`src/rtl/nco_clkgen_if.sv`:
```
// Configuration write channel for nco_clkgen: valid/ready handshake carrying a
// target channel, a new frequency word and a one-shot phase offset.
interface nco_clkgen_if #(
  parameter int unsigned N_CH  = 4,
  parameter int unsigned ACC_W = 16
) ();
  localparam int unsigned CH_W = (N_CH > 1) ? $clog2(N_CH) : 1;

  logic             wr_valid;
  logic             wr_ready;
  logic [CH_W-1:0]  wr_ch;
  logic [ACC_W-1:0] wr_fcw;
  logic [ACC_W-1:0] wr_phase;

  modport master (
    output wr_valid,
    output wr_ch,
    output wr_fcw,
    output wr_phase,
    input  wr_ready
  );

  modport slave (
    input  wr_valid,
    input  wr_ch,
    input  wr_fcw,
    input  wr_phase,
    output wr_ready
  );
endinterface

```
`src/rtl/nco_clkgen.sv`:
```
// Multi-channel NCO clock generator with a stretched reset output. Frequency
// writes are shadowed and applied on the channel's next wrap so no pulse is cut.
module nco_clkgen #(
  parameter int unsigned N_CH      = 4,
  parameter int unsigned ACC_W     = 16,
  parameter int unsigned STARTUP_W = 4
) (
  input  logic            clk,
  input  logic            rst,
  nco_clkgen_if.slave     wr,
  input  logic [N_CH-1:0] ch_en,
  output logic            rst_out,
  output logic [N_CH-1:0] ch_clk,
  output logic [N_CH-1:0] ch_tick,
  output logic [N_CH-1:0] pending
);

  localparam int unsigned CH_W = (N_CH > 1) ? $clog2(N_CH) : 1;

  // Startup stretch: rst_out is the inverted MSB of a counter that stops once set.
  logic [STARTUP_W-1:0] start_cnt_q, start_cnt_d;

  assign rst_out = ~start_cnt_q[STARTUP_W-1];

  always_comb begin
    start_cnt_d = start_cnt_q;
    if (rst_out) begin
      start_cnt_d = start_cnt_q + STARTUP_W'(1);
    end
  end

  always_ff @(posedge clk or posedge rst) begin
    if (rst) begin
      start_cnt_q <= '0;
    end else begin
      start_cnt_q <= start_cnt_d;
    end
  end

  // Out-of-range channel numbers never match, so they see wr_ready low.
  logic wr_ready_c;
  logic wr_accept;

  always_comb begin
    wr_ready_c = 1'b0;
    for (int unsigned i = 0; i < N_CH; i++) begin
      if (wr.wr_ch == CH_W'(i)) begin
        wr_ready_c = ~pending[i];
      end
    end
    wr_ready_c = wr_ready_c & ~rst_out;
  end

  assign wr.wr_ready = wr_ready_c;
  assign wr_accept   = wr.wr_valid & wr_ready_c;

  for (genvar g = 0; g < N_CH; g++) begin : g_ch
    logic [ACC_W-1:0] acc_q, acc_d;
    logic [ACC_W-1:0] fcw_q, fcw_d;
    logic [ACC_W-1:0] sh_fcw_q, sh_fcw_d;
    logic [ACC_W-1:0] sh_ph_q, sh_ph_d;
    logic             pend_q, pend_d;
    logic             tick_q, tick_d;
    logic [ACC_W:0]   sum;
    logic [ACC_W-1:0] base;
    logic             run;
    logic             sel;
    logic             apply;

    always_comb begin
      run   = ch_en[g] & ~rst_out;
      sel   = wr_accept & (wr.wr_ch == CH_W'(g));
      sum   = {1'b0, acc_q} + {1'b0, fcw_q};
      base  = run ? sum[ACC_W-1:0] : acc_q;
      // A stopped or zero-rate channel never wraps, so its write lands immediately.
      apply = pend_q & ~rst_out & (~run | sum[ACC_W] | (fcw_q == '0));

      acc_d    = base;
      fcw_d    = fcw_q;
      sh_fcw_d = sh_fcw_q;
      sh_ph_d  = sh_ph_q;
      pend_d   = pend_q;
      tick_d   = run & sum[ACC_W];

      if (apply) begin
        fcw_d  = sh_fcw_q;
        acc_d  = base + sh_ph_q;
        pend_d = 1'b0;
      end
      if (sel) begin
        sh_fcw_d = wr.wr_fcw;
        sh_ph_d  = wr.wr_phase;
        pend_d   = 1'b1;
      end
    end

    always_ff @(posedge clk or posedge rst) begin
      if (rst) begin
        acc_q    <= '0;
        fcw_q    <= '0;
        sh_fcw_q <= '0;
        sh_ph_q  <= '0;
        pend_q   <= 1'b0;
        tick_q   <= 1'b0;
      end else begin
        acc_q    <= acc_d;
        fcw_q    <= fcw_d;
        sh_fcw_q <= sh_fcw_d;
        sh_ph_q  <= sh_ph_d;
        pend_q   <= pend_d;
        tick_q   <= tick_d;
      end
    end

    assign ch_clk[g]  = acc_q[ACC_W-1];
    assign ch_tick[g] = tick_q;
    assign pending[g] = pend_q;
  end

endmodule

```
`src/flat_wrapper.sv`:
```
// flat-port wrapper written by rule: the top's interface ports become plain ports
module nco_clkgen_flat 
#(
  parameter int unsigned N_CH      = 4,
  parameter int unsigned ACC_W     = 16,
  parameter int unsigned STARTUP_W = 4
)
  (clk, rst, ch_en, rst_out, ch_clk, ch_tick, pending, wr_wr_valid, wr_wr_ch, wr_wr_fcw, wr_wr_phase, wr_wr_ready);
  nco_clkgen_if #(.N_CH(N_CH), .ACC_W(ACC_W)) wr_i ();
  input  logic clk;
  input  logic rst;
  input  logic [N_CH-1:0] ch_en;
  output logic rst_out;
  output logic [N_CH-1:0] ch_clk;
  output logic [N_CH-1:0] ch_tick;
  output logic [N_CH-1:0] pending;
  input wire logic [$bits(wr_i.wr_valid)-1:0] wr_wr_valid;
  input wire logic [$bits(wr_i.wr_ch)-1:0] wr_wr_ch;
  input wire logic [$bits(wr_i.wr_fcw)-1:0] wr_wr_fcw;
  input wire logic [$bits(wr_i.wr_phase)-1:0] wr_wr_phase;
  output wire logic [$bits(wr_i.wr_ready)-1:0] wr_wr_ready;
  assign wr_i.wr_valid = wr_wr_valid;
  assign wr_i.wr_ch = wr_wr_ch;
  assign wr_i.wr_fcw = wr_wr_fcw;
  assign wr_i.wr_phase = wr_wr_phase;
  assign wr_wr_ready = wr_i.wr_ready;
  nco_clkgen #(.N_CH(N_CH), .ACC_W(ACC_W), .STARTUP_W(STARTUP_W)) u_core (.clk(clk), .rst(rst), .wr(wr_i), .ch_en(ch_en), .rst_out(rst_out), .ch_clk(ch_clk), .ch_tick(ch_tick), .pending(pending));
endmodule
```
`config.mk`:
```
export PLATFORM = sky130hd
export DESIGN_NAME = nco_clkgen_flat
export DESIGN_NICKNAME = d
export VERILOG_FILES = /design/src/rtl/nco_clkgen_if.sv /design/src/rtl/nco_clkgen.sv /design/src/flat_wrapper.sv
export SDC_FILE = /design/constraint.sdc
export NUM_CORES = 1
export LEC_CHECK = 0
export ABC_AREA = 1
export CAP_MARGIN = 20
export CORE_ASPECT_RATIO = 2
export CORE_MARGIN = 5
export CORE_UTILIZATION = 55
export DETAILED_ROUTE_END_ITERATION = 10
export GPL_ROUTABILITY_DRIVEN = 0
export PLACE_DENSITY = 0.72
export SYNTH_ARGS = -nofsm -noshare
export SYNTH_HDL_FRONTEND = slang
export SYNTH_SLANG_ARGS = --single-unit
```
`constraint.sdc`:
```
create_clock -name clk -period 11.2 [get_ports clk]
set_clock_uncertainty 0.2 [all_clocks]
set_input_delay 1.12 -clock clk [delete_from_list [all_inputs] [get_ports clk]]
set_output_delay 1.12 -clock clk [all_outputs]
set_load 0.005 [all_outputs]
```
==> results.md <==
- Status: finished, final reports clean
- Post-synthesis xor/xnor area fraction: 3.27%
- Compound-Gate Fraction of Synth Area: 11.0%
- Initial antenna violation count: 0
- CTS tree: built
- Vias in the first global route: 16,228
- Ys Warns: 0
- Synth cell count leaders: 990 x nand2_1, 268 x dfrtp_1, 263 x inv_1, 172 x nor2_1, 152 x a21oi_1
- Most numerous cell in the Yosys netlist: nand2_1
- Fill cells: 3,036
- Worst Setup End Kind: primary output
- Top_reg_cell synth: dfrtp_1
- Rows: 94
- Synth area leader: dfrtp_1
- Die ar.: 37,100 um2
- CP Data Arrival Time: 2.88 ns
- Mapped Cells: 2,552
- Fin. max-slew vios: 0
- Worst-path fanout max: 6
- Fmax: 0.238 GHz
- Antenna Violating Nets Remaining: 0
- N_diodes: 0
- Die height: 267 um
- Routed WL: 50,500 um
- RSZ-0062 raised after global routing: false
- Grt met3 use: 2.39%
- Max Root-Sink Buffers: 3
- Initial Util: 55.5%
- CTS resizes: 0
- Yosys top cell area share: 36.8%
- Maximum VDD drop: 0.288 mV
- Inserted Clock Buffers: 27
- Htree depth: 1
- Period utilization: 37.5%
- Placed Area: 18,900 um2
- Number of port buffers: 54
- Grt ovf: 0
- Hold_buf cts: 0
- Crit path launch type: input port
- GR peak layer: met2
- Final Instance Area: 19,800 um2
- NumNets Final: 2,752
- First-pass GRT wire length: 80,700 um
- Max_cap viols: 0
- Synth Register Bits: 268
- Sequential-to-total area share from yosys stat: 36.8%
- Synthesized area: 18,200 um2
- I/O Pins: 55
- Clock Sink Count: 268
- Mapped Avg Cell Area: 7.14 um2
- Area Growth Syn to Fin: 8.51%
- Crit path kind: in2out
- Die X: 139 um
- Multiplexer share of the synthesized area: 0%
- HPWL Detailed: 38,200 um
- Largest net degree at the start of global routing: 201
- Worst slew margin: 31.5%
- Hold Crit Class: reg2reg
- First drt pass iteration count: 5
- Drt via density: 5.44
- Final core occ: 60.2%
- Lkg Pwr: 10.8 nW
- Reg2Reg Depth: 12
- DR WL/cell: 16.7 um
- Hold path depth: 2
- Root Buffer Master: clkbuf_16
- CP required: 9.88 ns
- Slew of the pin with the lowest slew margin: 1.03 ns
- Setup Fix Bufs, Post-CTS: 0
- Met2 Resource Use GR: 50.9%
- Post-Synth Simple-Gate Area: 30.3%
- Adder-cell share of the synthesized area: 10.3%
- Post-synth EDFFs: 0
- Layout cells sized above 1: 4.10%
- Setup TNS: 0 ns
- Clock-pin slew on the worst setup and hold paths: 0.07 ns
- Worst skew pair latency: 0.56 ns
- Final hold violation count: 0
- Post-synthesis async set-or-reset flop share: 100%
- Net count after synthesis: 2,738
- Most area-consuming cells after synthesis: dfrtp_1 37%, nand2_1 20%, ha_1 9.4%
- Grt met1 use: 29.4%
- Unique masters post-synth: 32
- Fin crit period: 4.20 ns
- Final setup fails: 0
- Total GRT Usage: 26.9%
- Drt initial violations: 951
- Power Density: 362 nW/um2
- Via count: 16,415
- Core Footprint: 32,800 um2
- Remaining DRCs: 0
- Largest family of logic cells by synthesized area: simple AND/OR/NAND/NOR gates
## layout by cell type (no fill, tap or decap), drive strengths merged, types with 8 or more instances in the layout
| cell type | netlist | routed |
|---|---|---|
| a21o | 9 | 9 |
| ha | 137 | 137 |
| fa | 8 | 8 |
| clkbuf | 15 | 38 |
| o21bai | 14 | 14 |
| nand4 | 16 | 16 |
| nand3 | 121 | 121 |
| a21oi | 152 | 152 |
| nor3 | 16 | 16 |
| xor2 | 18 | 18 |
| buf | 63 | 9 |
| nand3b | 37 | 37 |
| clkdlybuf4s50 | 0 | 54 |
| nor2 | 172 | 172 |
| inv | 266 | 269 |
| xnor2 | 50 | 50 |
| nand2 | 991 | 991 |
| o21ai | 177 | 177 |
| dfrtp | 268 | 268 |
## per-layer routing
metal	routed length, um	up-vias
li1	-	8149
met1	19200	7653
met2	26400	451
met3	1780	162
met4	3130	0
met5	0	-
## stage by stage
step	setup slack, ns	power [mW]	instances	hold WS [ns]
6_report	7.00	7.16	3018	0.261
5_1_grt	6.76	7.83	3018	0.291
3_3_place_gp	6.60	6.06	2968	0.249
3_5_place_dp	6.58	6.17	2968	0.253
4_1_cts	7.01	7.11	3017	0.262
2_1_floorplan	2.50	5.14	2552	0.242
## report_power, final
group,switching [mW],internal [mW]
combinational,2.82,1.69
sequential,0.347,1.39
clock,0.410,0.499
## sequential cells by signal (all words and copies together), names as in the netlist
name                  flops
u_core.g_ch.acc_q        64
u_core.g_ch.fcw_q        64
u_core.g_ch.pend_q        4
u_core.g_ch.sh_fcw_q     64
u_core.g_ch.sh_ph_q      64
u_core.g_ch.tick_q        4
u_core.start_cnt_q        4
## final timing paths
kind	slack, ns	from	endpoint
setup reg to reg	7.37	u_core.g_ch[1].fcw_q[12]$_DFFE_PP0P_	u_core.g_ch[1].fcw_q[13]$_DFFE_PP0P_
max in group asynchronous	8.55	rst	u_core.g_ch[1].sh_ph_q[15]$_DFFE_PP0P_
min in group asynchronous	0.79	rst	u_core.g_ch[2].acc_q[15]$_DFF_PP0_
hold reg to reg	0.26	u_core.g_ch[1].sh_fcw_q[15]$_DFFE_PP0P_	u_core.g_ch[1].fcw_q[15]$_DFFE_PP0P_
setup / recovery	7.00	wr_wr_ch[1]	wr_wr_ready
hold / removal	0.26	u_core.g_ch[1].sh_fcw_q[15]$_DFFE_PP0P_	u_core.g_ch[1].fcw_q[15]$_DFFE_PP0P_
## critical path, cell delays in order
cell and delay [ns]:
clkdlybuf4s50_1 0.57, nor2_1 0.10, nand2_1 0.06, nand2_1 0.06
a211oi_2 0.37, clkdlybuf4s50_1 0.58
## area by class of cell
class | count | area (um2) | share of cell area, %
multi-input cells | 1937 | 10000 | 50.6
flip-flops and latches | 268 | 6710 | 33.9
inverters | 269 | 1020 | 5.15
clock buffers | 38 | 757 | 3.83
repair buffers | 63 | 633 | 3.20
well taps | 432 | 541 | 2.73
clock inverters | 11 | 105 | 0.532
## cells by family (layout without fill, tap and decap cells)
family          count (synthesis)  after routing
simple gates                 1367           1367
flops                         268            268
xor+xnor                       68             68
buf+inv                       347            381
fa+ha+maj                     145            145
compound gates                357            357
(Power assumes the default switching activity.)
